File: config.mk
export PLATFORM = sky130hd
export DESIGN_NAME = bus_req_master
export DESIGN_NICKNAME = d
export VERILOG_FILES = /design/src/rtl/bus_req_master.sv
export SDC_FILE = /design/constraint.sdc
export NUM_CORES = 1
export LEC_CHECK = 0
export ABC_AREA = 1
export CAP_MARGIN = 10
export CORE_MARGIN = 10
export CORE_UTILIZATION = 44
export DETAILED_ROUTE_END_ITERATION = 10
export PLACE_DENSITY = 0.85
export SLEW_MARGIN = 20
export SYNTH_ARGS = -nofsm -noshare
export SYNTH_HDL_FRONTEND = slang
export SYNTH_SLANG_ARGS = --single-unit
File: constraint.sdc
create_clock -name clk -period 2.7 [get_ports clk]
set_input_delay 0.27 -clock clk [delete_from_list [all_inputs] [get_ports clk]]
set_output_delay 0.27 -clock clk [all_outputs]
set_load 0.05 [all_outputs]
File: src/rtl/bus_req_master.sv
// Arbitrated burst master: latches a command, requests the bus, issues cmd_len beats from a base address.
// Optional grant-wait timeout is built in when BUS_MASTER_TIMEOUT_EN is defined.
module bus_req_master #(
  parameter int ADDR_W = 8,
  parameter int DATA_W = 16,
  parameter int TO_CYC = 16
) (
  input  logic              clk,
  input  logic              reset_n,
  input  logic              start,
  input  logic              cmd_wr,
  input  logic [ADDR_W-1:0] cmd_addr,
  input  logic [3:0]        cmd_len,
  input  logic [DATA_W-1:0] wdata,
  output logic              wdata_rd,
  output logic              m_req,
  input  logic              m_grant,
  output logic              m_sel,
  output logic              m_wr,
  output logic [ADDR_W-1:0] m_addr,
  output logic [DATA_W-1:0] m_dout,
  input  logic [DATA_W-1:0] m_din,
  output logic [DATA_W-1:0] rdata,
  output logic              rdata_valid,
  output logic              busy,
  output logic              done,
  output logic              err
);

  typedef enum logic [1:0] {IDLE, REQ, XFER, RELEASE} state_t;

  state_t              state;
  logic                wr_q;
  logic [ADDR_W-1:0]   base_q;
  logic [3:0]          len_q;
  logic [3:0]          beat;
  logic                last_beat;

`ifdef BUS_MASTER_TIMEOUT_EN
  localparam int TW = $clog2(TO_CYC + 1);
  logic [TW-1:0] to_cnt;
  logic          to_hit;
`else
  localparam int unused_to_cyc = TO_CYC;
  assign err = 1'b0;
`endif

  // Beat strobe follows grant combinationally so a dropped grant never issues a beat.
  assign m_sel     = (state == XFER) & m_grant;
  assign m_req     = (state == REQ) | (state == XFER);
  assign busy      = (state != IDLE);
  assign m_wr      = m_sel & wr_q;
  assign wdata_rd  = m_sel & wr_q;
  assign m_dout    = wdata_rd ? wdata : '0;
  assign m_addr    = base_q + ADDR_W'(beat);
  assign last_beat = (beat == len_q - 4'd1);

  always_ff @(posedge clk or negedge reset_n) begin
    if (!reset_n) begin
      state       <= IDLE;
      wr_q        <= 1'b0;
      base_q      <= '0;
      len_q       <= '0;
      beat        <= '0;
      rdata       <= '0;
      rdata_valid <= 1'b0;
      done        <= 1'b0;
`ifdef BUS_MASTER_TIMEOUT_EN
      to_cnt      <= '0;
      to_hit      <= 1'b0;
      err         <= 1'b0;
`endif
    end else begin
      done        <= 1'b0;
      rdata_valid <= m_sel & ~wr_q;
      if (m_sel & ~wr_q) rdata <= m_din;
`ifdef BUS_MASTER_TIMEOUT_EN
      err         <= 1'b0;
`endif
      case (state)
        IDLE: begin
          if (start) begin
            if (cmd_len != 4'd0) begin
              wr_q   <= cmd_wr;
              base_q <= cmd_addr;
              len_q  <= cmd_len;
              beat   <= '0;
              state  <= REQ;
`ifdef BUS_MASTER_TIMEOUT_EN
              to_cnt <= '0;
              to_hit <= 1'b0;
`endif
            end else begin
              done <= 1'b1;
            end
          end
        end
        REQ: begin
          if (m_grant) begin
            state <= XFER;
          end
`ifdef BUS_MASTER_TIMEOUT_EN
          else if (to_cnt == TW'(TO_CYC - 1)) begin
            state  <= RELEASE;
            to_hit <= 1'b1;
          end else begin
            to_cnt <= to_cnt + 1'b1;
          end
`endif
        end
        XFER: begin
          if (m_grant) begin
            beat <= beat + 4'd1;
            if (last_beat) state <= RELEASE;
          end else begin
            // Grant lost mid-burst: beat counter is kept so the burst resumes where it stopped.
            state <= REQ;
`ifdef BUS_MASTER_TIMEOUT_EN
            to_cnt <= '0;
`endif
          end
        end
        RELEASE: begin
          if (!m_grant) begin
            state <= IDLE;
            done  <= 1'b1;
`ifdef BUS_MASTER_TIMEOUT_EN
            err    <= to_hit;
            to_hit <= 1'b0;
`endif
          end
        end
        default: state <= IDLE;
      endcase
    end
  end

endmodule

==> reports/results.ini, run 1 <==
[status]
outcome = complete, no violations

[global_route]
grt_overflow_total = 0
grt_max_degree = 38
grt_pass1_wl_um = 9540
grt_antenna_before_repair = 0
grtUsageTotal_pct = 15.2
grt_pass1_vias = 2029

[logic_synthesis]
syn_nets = 326
yosys_warnings = 0
synth_area_leader_cell = dfrtp_1
avgSynthCellArea_sq_um = 7.81
ys_seq_elements = 37
yosysSeqAreaShare_pct = 44.6
syn-cell-area_sq_um = 2080
synth_cells = 266
synthTopCellsByArea = dfrtp_1 (45%), nand2_1 (15%), inv_1 (7.0%), ha_1 (6.0%), nor2_1 (6.0%)
ys.flop_type = dfrtp_1
synth.top_cell.area_share_pct = 44.6
synth.distinct_cells = 26
async_flop_share_pct = 100
synth_edf_count = 0

[setup_path]
path_class = flip-flop to output pin
cp-start-kind = flip-flop
arrival_ps = 2340
critPathRequiredTime_ps = 2430
path_max_fanout = 5
end_kind = output pin

[placement]
port-buffer-count = 95
place_congestion = 0.791
dpl.hpwl_um = 4770
detailed_place.area_sq_um = 3010
dp_slack_ps = 388

[power]
p_int_mw = 1.84
seqPwrFrac_pct = 25.3
p_per_area_nw_per_um2 = 1190
power.switching_mw = 1.89
p_leak_nw = 1.63
combPwrFrac_pct = 61.9
clockPowerShare_pct = 12.8
switching_share_pct = 50.6
ir_drop_mv = 0.657

[sta]
fin_worst_skew_ps = 9.38
hold_ws_ps = 73.9
fin_crit_ps = 2610
finalCritPeriodShare_pct = 96.8
hold_viol = 0
relSlewSlack_pct = 45.4
max_freq_mhz = 382
final.setup.tns_ps = 0
setup_viol_count_final = 0
grt_setup_unrepaired = false
fin_ws_ps = 85.1
slew_viol_final = 0
worstMarginPinSlew_ps = 819

[clocking]
cts_hold_buffers = 0
post_cts_buffers = 0
cts_tree = yes
clk_path_buf_depth = 2
cts_resized = 0
cts-buffers-inserted = 5
clk_root_buffer_cell = clkbuf_8
clock_sinks = 37
clk-insertion-delay-late_ps = 290
htree_levels = 2
clk_pin_slew_worst_paths_ps = 80

[detailed_routing]
routed_wl_um = 5940
post-route-drc-count = 0
vias_per_cell = 4.65
vias = 1931
drtIter0Drc = 76
first_pass_iters = 4
postRouteAntennaNets = 0
routedWlPerCell_um = 14.3

[die]
core_sq_um = 4470
die_w_um = 88.7
io_pins = 97
die_h_um = 88.7
dieArea_sq_um = 7870
rows = 24
start_util_pct = 46.4

[final_layout]
design_area_sq_um = 3120
multi_input_area_sq_um = 956
fillers = 356
drive_gt1_share_pct = 12.4
final_nets = 422
final_cell_mix = nand2_1 (85), clkdlybuf4s50_1 (74), inv_1 (39)
seq_area_sq_um = 926
diodes = 0
area_growth_pct = 50.4
final_common_cell = nand2_1

[worst_hold_path]
hold_class = primary input to async pin

[job]
maxCapViolCount = 0

==> path summary, 6_finish.rpt <==
path                                 startpoint                    end  slack [ps]  depth (start not counted)
max                         beat[0]$_DFFE_PN0P_              m_addr[2]          90                          5
min                                     reset_n  base_q[7]$_DFFE_PN0P_          70                          1
min reg2reg                rdata[8]$_DFFE_PN0P_   rdata[8]$_DFFE_PN0P_         470                          2
min in group clk           rdata[8]$_DFFE_PN0P_   rdata[8]$_DFFE_PN0P_         470                          2
max in group asynchronous               reset_n   len_q[1]$_DFFE_PN0P_        2110                          1
max reg2reg                state[0]$_DFFE_PN0P_  base_q[2]$_DFFE_PN0P_         950                          4
==> final cells by class <==
class | instances | share of cell area, %
clock buffer | 6 | 2.32
clock inverter | 2 | 1.24
inverter | 42 | 5.05
multi-input combinational | 181 | 30.6
sequential | 37 | 29.6
tap | 52 | 2.08
timing repair buffer | 95 | 29.1
==> critical path, cell delays in order, from the launching register on <==
cell	delay, ps
dfrtp_1	420
ha_1	190
inv_1	50
fa_1	400
xnor2_1	170
clkdlybuf4s50_1	830
==> synthesized netlist by cell type (2+ instances only) <==
| library cell | count |
|---|---|
| xnor2_1 | 2 |
| nand4_1 | 2 |
| mux2_2 | 7 |
| dfrtp_1 | 37 |
| nor2_1 | 33 |
| xor2_1 | 5 |
| ha_1 | 10 |
| o21ai_0 | 6 |
| nor2_2 | 2 |
| inv_1 | 39 |
| inv_2 | 3 |
| buf_4 | 3 |
| nand2_1 | 85 |
| a21oi_1 | 10 |
| nand3_1 | 9 |
| buf_2 | 3 |
==> cell families after synthesis <==
family | after synthesis | synth area share [%]
flip-flops | 37 | 44.6
XOR/XNOR | 7 | 2.95
adder cells (fa/ha/maj) | 11 | 6.99
AO/OA/AOI/OAI | 18 | 4.52
multiplexers | 7 | 3.80
other | 1 | 0.181
buffers and inverters | 48 | 9.40
AND/OR/NAND/NOR | 137 | 27.6
==> registers in the layout (all words and copies together), names as in the netlist <==
register,cells
len_q,4
state,2
wr_q,1
rdata_valid,1
rdata,16
base_q,8
done,1
beat,4
==> per-layer routing <==
| layer | track usage [%] | wire length (um) | vias to the layer above |
|---|---|---|---|
| li1 | - | - | 993 |
| met1 | 15.4 | 2140 | 892 |
| met2 | 28.3 | 3280 | 40 |
| met3 | 6.25 | 463 | 6 |
| met4 | 3.52 | 48 | 0 |
| met5 | 0 | 0 | - |
==> metrics by stage <==
step | std cells | utilization (%) | power, mW
floorplan | 266 | - | 2.52
global placement | 407 | 67.3 | 3.22
detailed placement | 407 | 67.3 | 3.27
CTS | 415 | 69.8 | 3.77
global route | 415 | 69.8 | 3.97
finish | 415 | 69.8 | 3.73
==> power by group through the flow <==
stage / sequential, mW / clock, mW / combinational, mW
finish: 0.942 / 0.478 / 2.31
global route: 0.973 / 0.508 / 2.49
CTS: 0.943 / 0.488 / 2.34
detailed placement: 0.949 / 0 / 2.32
global placement: 0.934 / 0 / 2.29
floorplan: 1.29 / 0 / 1.22
Power figures use the tool's default switching activity.
==> run 2, diff against run 1 <==
Settings changed: MAX_ROUTING_LAYER from default to met4.
==> run 2 against run 1 <==
  * Final cell count unchanged
  * Maximum frequency is essentially flat
  * Power barely moved
  * Global-route usage is 0.46 points higher
  * Largest cell class unchanged
==> reports/results.ini, run 2 (synthesized netlist as in run 1, its figures left out) <==
[status]
outcome = complete, no violations

[final_layout]
final_nets = 422
largest_reg_flops = 16
final_cell_mix = nand2_1 (85), clkdlybuf4s50_1 (74), inv_1 (39)
final_cell_count_no_fill = 415
fillers = 356
drive_gt1_share_pct = 12.4
final_common_cell = nand2_1
reg_top3 = rdata (16), base_q (8)
seq_area_sq_um = 926
diodes = 0
top_register = rdata
multi_input_area_sq_um = 956
area_growth_pct = 50.4

[sta]
grt_setup_unrepaired = false
worstMarginPinSlew_ps = 821
fin_worst_skew_ps = 9.51
finalCritPeriodShare_pct = 96.8
final.setup.tns_ps = 0
fin_ws_ps = 85.9
setup_viol_count_final = 0
relSlewSlack_pct = 45.2
slew_viol_final = 0
fin_crit_ps = 2610
max_freq_mhz = 383
hold_viol = 0

[die]
rows = 24
core_sq_um = 4470
dieArea_sq_um = 7870
die_h_um = 88.7
start_util_pct = 46.4
die_w_um = 88.7
io_pins = 97

[setup_path]
rr_worst_depth = 4
arrival_ps = 2340
r2r_slack_ps = 950
path_max_fanout = 5
r2r-end = base_q[2]$_DFFE_PN0P_
regToRegStartpoint = state[0]$_DFFE_PN0P_
critPathRequiredTime_ps = 2430
cp-start-kind = flip-flop
path_class = flip-flop to output pin
end_kind = output pin

[clocking]
cts_hold_buffers = 0
clk_path_buf_depth = 2
clock_sinks = 37
clk-insertion-delay-late_ps = 290
htree_levels = 2
post_cts_buffers = 0
cts_resized = 0
cts_tree = yes
clk_pin_slew_worst_paths_ps = 80
cts-buffers-inserted = 5
clk_root_buffer_cell = clkbuf_8

[job]
maxCapViolCount = 0

[power]
ir_drop_mv = 0.657
seqPwrFrac_pct = 25.2
p_leak_nw = 1.63
combPwrFrac_pct = 61.9
p_per_area_nw_per_um2 = 1190
switching_share_pct = 50.7
clockPowerShare_pct = 12.9
p_int_mw = 1.84
power.switching_mw = 1.89

[detailed_routing]
routedWlPerCell_um = 14.3
vias_per_cell = 4.69
first_pass_iters = 4
drtIter0Drc = 78
postRouteAntennaNets = 0
routed_wl_um = 5930
vias = 1945
post-route-drc-count = 0

[global_route]
grt_max_degree = 38
grtUsageTotal_pct = 15.7
grt_overflow_total = 0
grt_antenna_before_repair = 0
grt_pass1_vias = 2037
grt_pass1_wl_um = 9520

[placement]
place_congestion = 0.802
dp_slack_ps = 388
dpl.cell_count = 407
port-buffer-count = 95
dpl.hpwl_um = 4770

[worst_hold_path]
hold_class = primary input to async pin

==> run 2: cell type report <==
type	instances	share of cell area [%]
Sequential cell	37	29.6
Multi-Input combinational cell	181	30.6
Tap cell	52	2.08
Clock inverter	2	1.24
Inverter	42	5.05
Timing Repair Buffer	95	29.1
Clock buffer	6	2.32
==> run 2: metrics by stage <==
stage	hold slack (ps)	cell area (sq um)	power, mW	utilization (%)
2_1_floorplan	-25.6	2080	2.52	-
3_3_place_gp	409	3010	3.22	67.3
3_5_place_dp	417	3010	3.27	67.3
4_1_cts	92.3	3120	3.77	69.8
5_1_grt	116	3120	3.97	69.8
6_report	73.0	3120	3.73	69.8
==> run 2: worst max path at each step <==
stage                               from    endpoint  slack [ps]  cells after the start
floorplan           state[0]$_DFFE_PN0P_  m_dout[10]         100                      7
global placement     beat[0]$_DFFE_PN0P_   m_addr[2]         410                      5
detailed placement   beat[0]$_DFFE_PN0P_   m_addr[2]         390                      5
CTS                  beat[0]$_DFFE_PN0P_   m_addr[2]          60                      5
global route        state[0]$_DFFE_PN0P_        m_wr         0.5                      5
finish               beat[0]$_DFFE_PN0P_   m_addr[2]          90                      5
==> run 2: power groups by stage <==
stage          clock [mW]  sequential, mW  combinational, mW
2_1_floorplan           0            1.29               1.22
3_3_place_gp            0           0.934               2.29
3_5_place_dp            0           0.949               2.32
4_1_cts             0.488           0.943               2.34
5_1_grt             0.509           0.973               2.49
6_report            0.480           0.941               2.31
==> run 2: per-layer routing <==
| layer | track usage (%) | wire length (um) | vias to the layer above |
|---|---|---|---|
| met5 | - | 0 | - |
| met4 | 3.52 | 48 | 0 |
| met3 | 4.69 | 338 | 6 |
| met2 | 28.3 | 3290 | 46 |
| met1 | 16.4 | 2260 | 899 |
| li1 | - | - | 994 |
==> run 2: worst max-delay path, stage by stage (launching register included) <==
cell,delay (ps)
dfrtp_1,420
ha_1,200
inv_1,50
fa_1,390
xnor2_1,170
clkdlybuf4s50_1,830
